[config.mk]
export PLATFORM = sky130hd
export DESIGN_NAME = clock_period_meter
export DESIGN_NICKNAME = d
export VERILOG_FILES = /design/src/rtl/clk_meas_pkg.sv /design/src/rtl/clock_period_meter_sync_edge_det.sv /design/src/rtl/clock_period_meter.sv
export SDC_FILE = /design/constraint.sdc
export NUM_CORES = 1
export LEC_CHECK = 0
export BUFFER_PORTS_ARGS = -buffer_cell sky130_fd_sc_hd__buf_2
export CORE_ASPECT_RATIO = 1.75
export CORE_UTILIZATION = 42
export CTS_CLUSTER_DIAMETER = 200
export DETAILED_ROUTE_END_ITERATION = 10
export PLACE_DENSITY = 0.69
export SYNTH_ARGS = -nofsm -noshare
export SYNTH_HDL_FRONTEND = slang
export SYNTH_SLANG_ARGS = --single-unit
[constraint.sdc]
create_clock -name inclk -period 2.23 [get_ports inclk]
set_clock_uncertainty 0.15 [all_clocks]
set_input_delay 0.446 -clock inclk [delete_from_list [all_inputs] [get_ports inclk]]
set_output_delay 0.446 -clock inclk [all_outputs]
set_load 0.005 [all_outputs]
[src/rtl/clk_meas_pkg.sv]
// Shared types and constants for the clock period meter.
package clk_meas_pkg;

  // Default width of the interval counter and result.
  localparam int unsigned DEF_CNT_W = 32;

  // Number of flops in the synchronizer chain for sig_in.
  localparam int unsigned SYNC_STAGES = 2;

  // Measurement FSM states; the encoding is visible on the debug port.
  typedef enum logic [1:0] {
    IDLE    = 2'd0,
    ARM     = 2'd1,
    MEASURE = 2'd2
  } state_e;

endpackage

[src/rtl/clock_period_meter_sync_edge_det.sv]
// Synchronizes an asynchronous level and flags both its rising and its falling
// transitions. Usable for any slow asynchronous strobe in the clock fabric.
module sync_edge_det
  import clk_meas_pkg::*;
(
  input  logic clk_i,
  input  logic rst_ni,
  input  logic async_i,
  output logic edge_o,
  output logic level_prev_o
);

  logic [SYNC_STAGES-1:0] sync_q;
  logic                   prev_q;

  // Synchronizer chain followed by a one-cycle history register.
  always_ff @(posedge clk_i or negedge rst_ni) begin
    if (!rst_ni) begin
      sync_q <= '0;
      prev_q <= 1'b0;
    end else begin
      sync_q <= {sync_q[SYNC_STAGES-2:0], async_i};
      prev_q <= sync_q[SYNC_STAGES-1];
    end
  end

  // An edge is any difference between the synchronized level and its history.
  assign edge_o       = sync_q[SYNC_STAGES-1] ^ prev_q;
  assign level_prev_o = prev_q;

endmodule

[src/rtl/clock_period_meter.sv]
// Measures the interval between consecutive edges of a slow asynchronous
// square wave in inclk cycles and offers each interval on a valid/ready port.
// Also raises sticky flags for loss of signal (timeout) and dropped results
// (overrun).
//
// Result handshake: meas_valid rises when a result is loaded and stays high
// until a cycle with meas_valid & meas_ready, which is the single transfer
// cycle. meas_half/meas_level are held stable while meas_valid=1 and
// meas_ready=0. A new result may be loaded in the transfer cycle itself.
module clock_period_meter
  import clk_meas_pkg::*;
#(
  parameter int unsigned      CNT_W   = DEF_CNT_W,
  parameter logic [CNT_W-1:0] TIMEOUT = CNT_W'(100_000_000)
) (
  input  logic             inclk,
  input  logic             rst_n,
  input  logic             ena,
  input  logic             sig_in,
  output logic [CNT_W-1:0] meas_half,
  output logic             meas_level,
  output logic             meas_valid,
  input  logic             meas_ready,
  output logic             timeout,
  output logic             overrun,
  output logic [1:0]       dbg_state
);

  logic             edge_det;
  logic             level_prev;

  state_e           state_q;
  logic [CNT_W-1:0] cnt_q;
  logic             timeout_q;

  logic [CNT_W-1:0] half_q,    half_d;
  logic             level_q,   level_d;
  logic             valid_q,   valid_d;
  logic             overrun_q, overrun_d;

  logic             capture;
  logic             transfer;

  sync_edge_det u_sync (
    .clk_i        (inclk),
    .rst_ni       (rst_n),
    .async_i      (sig_in),
    .edge_o       (edge_det),
    .level_prev_o (level_prev)
  );

  // A finished interval is produced by every edge seen while measuring.
  assign capture  = ena && (state_q == MEASURE) && edge_det;
  assign transfer = valid_q && meas_ready;

  // Measurement FSM with interval counter and loss-of-signal flag. An edge
  // coinciding with saturation still completes its interval.
  always_ff @(posedge inclk or negedge rst_n) begin
    if (!rst_n) begin
      state_q   <= IDLE;
      cnt_q     <= '0;
      timeout_q <= 1'b0;
    end else if (!ena) begin
      state_q   <= IDLE;
      cnt_q     <= '0;
      timeout_q <= 1'b0;
    end else begin
      case (state_q)
        IDLE: begin
          cnt_q   <= '0;
          state_q <= ARM;
        end
        ARM: begin
          if (edge_det) begin
            cnt_q     <= CNT_W'(1);
            timeout_q <= 1'b0;
            state_q   <= MEASURE;
          end
        end
        MEASURE: begin
          if (edge_det) begin
            cnt_q     <= CNT_W'(1);
            timeout_q <= 1'b0;
          end else if (cnt_q == TIMEOUT) begin
            cnt_q     <= '0;
            timeout_q <= 1'b1;
            state_q   <= ARM;
          end else begin
            cnt_q <= cnt_q + CNT_W'(1);
          end
        end
        default: begin
          cnt_q   <= '0;
          state_q <= IDLE;
        end
      endcase
    end
  end

  // Single-entry result slot: load when empty or draining, otherwise drop.
  always_comb begin
    half_d    = half_q;
    level_d   = level_q;
    valid_d   = valid_q;
    overrun_d = overrun_q;
    if (transfer) begin
      valid_d   = 1'b0;
      overrun_d = 1'b0;
    end
    if (capture) begin
      if (!valid_q || transfer) begin
        half_d  = cnt_q;
        level_d = level_prev;
        valid_d = 1'b1;
      end else begin
        overrun_d = 1'b1;
      end
    end
  end

  // Result slot and overrun registers.
  always_ff @(posedge inclk or negedge rst_n) begin
    if (!rst_n) begin
      half_q    <= '0;
      level_q   <= 1'b0;
      valid_q   <= 1'b0;
      overrun_q <= 1'b0;
    end else begin
      half_q    <= half_d;
      level_q   <= level_d;
      valid_q   <= valid_d;
      overrun_q <= overrun_d;
    end
  end

  assign meas_half  = half_q;
  assign meas_level = level_q;
  assign meas_valid = valid_q;
  assign timeout    = timeout_q;
  assign overrun    = overrun_q;
  assign dbg_state  = state_q;

endmodule

### After elaboration in Yosys (flattened, before gate mapping)

Cells that the tools add are included.

* logic and storage cells: 49
* register bits after elaboration: 73
* output and inout port bits: 38
* input port bits: 5

* bitwise logic cells: 1
* add/sub/neg operators: 1
* muxes and demuxes: 21
* equal/unequal tests: 8
* reduce and logical (&&, ||, !) cells: 9

Operator list (number)
* 2-to-1 mux 32 bit: 4
* case mux 32 bit (2 select lines): 1
* adder 32 x 1 -> 32 bit (second input constant): 1
* equality test 32 x 27 -> 1 bit (second input constant): 1
* 2-to-1 mux 1 bit: 10
* 2-to-1 mux 2 bit: 4
* inequality test 3 bit (second input constant): 2
* case mux 2 bit (3 select lines): 1
* AND reduction 3 bit: 2
* inequality test 4 x 3 -> 1 bit (second input constant): 1
* logical AND 1 bit: 3
* inequality test 3 x 1 -> 1 bit (second input constant): 1
* inequality test 3 x 2 -> 1 bit (second input constant): 1
* equality test 2 x 1 -> 1 bit (second input constant): 1
* equality test 2 bit (second input constant): 1
* zero test 2 bit: 1
* case mux 1 bit (2 select lines): 1
* AND reduction 2 bit: 1
* zero test 1 bit: 1
* logical OR 1 bit: 1
* bitwise XOR 1 bit: 1

### Logic depth before layout (Yosys ltp)

* depth after elaboration: 5
* gate-level depth with buffers: 8
* mapped depth without buffers: 7

### Modules after synthesis

Synthesis repeated with hierarchy kept, for this count alone.

* cells, all modules: 304
* area total of the unflattened synthesis: 3603.5 µm²

Modules (own cells, without submodules)
* clock_period_meter: seq. area each 1751.7 µm², cells an instance 300, area an instance 3519.6 µm², times used 1
* sync_edge_det: seq. area each 75.1 µm², cells an instance 4, area an instance 83.8 µm², times used 1

### Worst setup path before layout

Ideal clock, no wire load.

* kind: flip-flop to flip-flop
* start point: register state_q[1] (netlist: dbg_state[1])
* end point: register cnt_q[25]
* period minus slack after synthesis: 2.114 ns
* required time: 2.007 ns
* buffers on the path: 1
* arrival time: 1.891 ns
* setup slack: 0.116 ns
* stages on the path, launching flop included: 8
* setup time: 0.073 ns
* cells stage by stage: dfrtp_1 -> inv_1 -> ha_1 -> clkbuf_1 -> a31oi_4 -> nand4_4 -> or4_4 -> a21oi_2

* longest elaborated chain between the ends: 3
* elaborated cells between the ends (all ways): 5
* those cells by class: 3 x eq/ne; 2 x mux

Ends and longest elaborated chain
* from (decl): line clock_period_meter.sv:32 `state_e state_q;`
* from (signal assigned): line clock_period_meter.sv:60 `state_q <= IDLE;`
* from (signal assigned): line clock_period_meter.sv:64 `state_q <= IDLE;`
* from (signal assigned): line clock_period_meter.sv:71 `state_q <= ARM;`
* equality test 2 bit / equality test 2 x 1 -> 1 bit (equally long branches): line clock_period_meter.sv:68 `case (state_q)`
* case mux 32 bit (2 select lines): line clock_period_meter.sv:68
* 2-to-1 mux 32 bit: line clock_period_meter.sv:63 `end else if (!ena) begin`
* to (signal assigned): line clock_period_meter.sv:89 `cnt_q <= cnt_q + CNT_W'(1);`
* to (decl): line clock_period_meter.sv:33 `logic [CNT_W-1:0] cnt_q;`

Several ways; a longest one is shown, not always the timed one.
A chain may end at the register's enable or synchronous reset.

### Final worst setup path

* start point: register state_q[0] (netlist: dbg_state[0])
* end point: register cnt_q[14]

The elaborated chain is that of the path after synthesis.

==> metrics.md <==
| Metric | Value |
|---|---|
| Status | `finished with violations` |
| Failing checks | `design-rule violations, negative hold slack` |
| GRT Total Usage | `between 20% and 30%` |
| Crit Path Max Fanout | `5` |
| Arrival time at the worst endpoint | `approximately 2100 ps` |
| Synth Register Bits | `73` |
| Row count | `43` |
| Design Power | `3.094 mW` |
| CTS hold repair buffers | `0` |
| Synth cell count leaders | `dfrtp_1 (73), nand2_1 (31), mux2_2 (30)` |
| Top post-synthesis cells by area | `dfrtp_1 (52%), mux2_2 (9.6%), xor2_1 (4.0%)` |
| Routed vias | `2869` |
| Root Buffer | `clkbuf_16` |
| Worst-Skew Late Latency | `between 300 and 400 ps` |
| Hold slack | `-4.063 ps` |
| Max IR drop VDD | `about 370 uV` |
| DRC | `3` |
| DRT iter0 DRCs | `164` |
| Setup violations, final | `0` |
| Post-Syn Instances | `324` |
| Syn Std Cell Area | `3522 um2` |
| Detailed Routing Iterations Pass 1 | `7` |
| Clk buf depth | `2` |
| Clk pin slew, worst setup/hold paths | `50 ps` |
| Power density cells | `between 600 and 700 nW/um2` |
| Unique masters post-synth | `50` |
| Via-per-instance ratio | `around 5.7` |
| Largest net degree at the start of global routing | `74` |
| IO buf count | `42` |
| Post-synth top area share | `between 50% and 60%` |
| Total gr overflow | `0` |
| Syn-to-layout area delta | `27.53%` |
| RSZ-0062 raised after global routing | `false` |
| Initial core utilization | `43.94%` |
| Routed Antenna Nets | `0` |
| Peak Freq | `slightly below 0.5 GHz` |
| Ant diodes | `0` |
| Post-Syn Nets | `335` |
| TritonCTS Sinks | `73` |
| Max-capacitance violation count | `0` |
| Nets | `425` |
| CP Launch Type | `register` |
| Max-slew headroom | `70.97%` |
| Fin. max-slew vios | `0` |
| Final HPWL DP | `6412 um` |
| Hold Fails Final Rpt | `6` |
| CTS tree | `yes` |
| Post-synth EDFFs | `0` |
| Leading area contributor after synthesis | `dfrtp_1` |
| Critical path data required time | `2290 ps` |
| Layout cells sized above 1 | `36.54%` |
| Top Ports | `43` |
| Antenna violations before repair | `0` |
| Routability cong. | `0.9003` |
| Die H | `123.1 um` |
| Worst-margin pin slew | `433.4 ps` |
| Register area share after synthesis | `a little over 50%` |
| Cells after DPL | `around 490` |
| Worst setup EP type | `register` |
| # fillers | `around 700` |
| Most common cell in the netlist | `dfrtp_1` |
| FFs w/ async S/R, synth | `100.0%` |
| Mapped Avg Cell Area | `10.87 um2` |
| Die Footprint | `8771 um2` |
| Drt wl/cell | `17.10 um` |
| Tmin final | `2070 ps` |
| First-pass GRT wire length | `14160 um` |
| Vias in the first global route | `2903` |
| Leakage | `approximately 2.2 nW` |
| Total Neg Setup Slack | `0 ps` |
| Crit path kind | `reg2reg` |
| Synth Flop Type | `dfrtp_1` |
| H-Tree Depth | `3` |
| Warnings from Yosys | `0` |
| Tcrit/Tclk final | `between 90% and 100%` |
| DRT Wirelength | `about 8700 um` |
| Core area | `8016 um2` |
| Hold WC Path Type | `in2async` |
| Fin cells | `roughly 500` |
| Die width | `71.23 um` |
| Total CTS buffers | `9` |
## cells in the final DEF, fill, tap and decap left out, types with 4 or more instances in the layout
| cell | n |
|---|---|
| a21oi_1 | 7 |
| and3_1 | 4 |
| buf_2 | 42 |
| buf_4 | 50 |
| clkbuf_16 | 9 |
| dfrtp_1 | 73 |
| ha_1 | 5 |
| inv_1 | 7 |
| mux2_2 | 30 |
| nand2_1 | 31 |
| nand3_1 | 15 |
| nand4_1 | 20 |
| nor2_1 | 27 |
| nor3_1 | 6 |
| nor4_1 | 4 |
| o21ai_0 | 12 |
| xor2_1 | 16 |
## critical path: stages (launching register included)
cell and delay, ps:
dfrtp_1 420, inv_1 80, ha_1 280, nand2_1 70, nor2_1 300, nand3_1 160
buf_4 170, o311ai_1 320
## stage by stage
| stage | util, % | worst slack [ps] | cell area [um2] |
|---|---|---|---|
| 2_1_floorplan | - | 115.6 | 3522 |
| 3_3_place_gp | 52.40 | 153.6 | 4200 |
| 3_5_place_dp | 52.40 | 123.5 | 4200 |
| 4_1_cts | 55.53 | 103.8 | 4452 |
| 5_1_grt | 56.03 | 15.09 | 4492 |
| 6_report | 56.03 | 160.5 | 4492 |
## final cells by class
cell class | instances | area, um2 | share of cell area [%]
inverters | 7 | 26.28 | 0.5850
clock inverters | 1 | 5.005 | 0.1114
well taps | 90 | 112.6 | 2.507
multi-input cells | 228 | 1629 | 36.27
repair buffers | 95 | 645.6 | 14.37
flip-flops and latches | 73 | 1827 | 40.67
clock buffers | 12 | 246.5 | 5.487
## repair_timing
item | in CTS | in global routing
hold endpoints to repair | 0 | 0
resized for setup | 0 | 6
setup buffers | 0 | 1
setup endpoints to repair | 0 | 8
## sequential cells by signal, indices dropped and copies added, names as in the netlist
signal / cells
timeout: 1
meas_level: 1
u_sync.sync_q: 2
cnt_q: 32
overrun: 1
dbg_state: 2
meas_half: 32
u_sync.level_prev_o: 1
meas_valid: 1
## power by group
part	total (mW)	switching, mW	internal [mW]
clock network	1.25	0.488	0.762
registers	1.40	0.0330	1.36
logic	0.448	0.265	0.183
total	3.09	0.786	2.31
## layer usage
| metal | share of wire (%) | global-route usage, % | vias to the layer above |
|---|---|---|---|
| met1 | 38 | 23.69 | 1419 |
| met5 | 0 | 0 | - |
| met4 | 6.6 | 17.38 | 0 |
| met2 | 52 | 36.61 | 66 |
| met3 | 3.1 | 4.645 | 33 |
| li1 | - | - | 1351 |
## kinds of logic after synthesis
logic type	after synthesis	share of synthesized area, %
simple gates	131	20.14
mux	30	9.591
buf+inv	23	2.807
compound gates	44	9.024
xor+xnor	17	4.440
flops	73	51.86
fa+ha+maj	6	2.131
## path summary, 6_finish.rpt
path | start | end | slack (ps) | cells past startpoint
max | dbg_state[0] | cnt_q[14] | 160 | 7
min | rst_n | meas_half[9] | -4 | 2
max reg2reg | dbg_state[0] | cnt_q[14] | 160 | 7
min reg2reg | u_sync.sync_q[0] | u_sync.sync_q[1] | 200 | 0
max in group asynchronous | rst_n | meas_half[23] | 1620 | 2
min in group inclk | sig_in | u_sync.sync_q[0] | 70 | 1
Power figures use the tool's default switching activity.
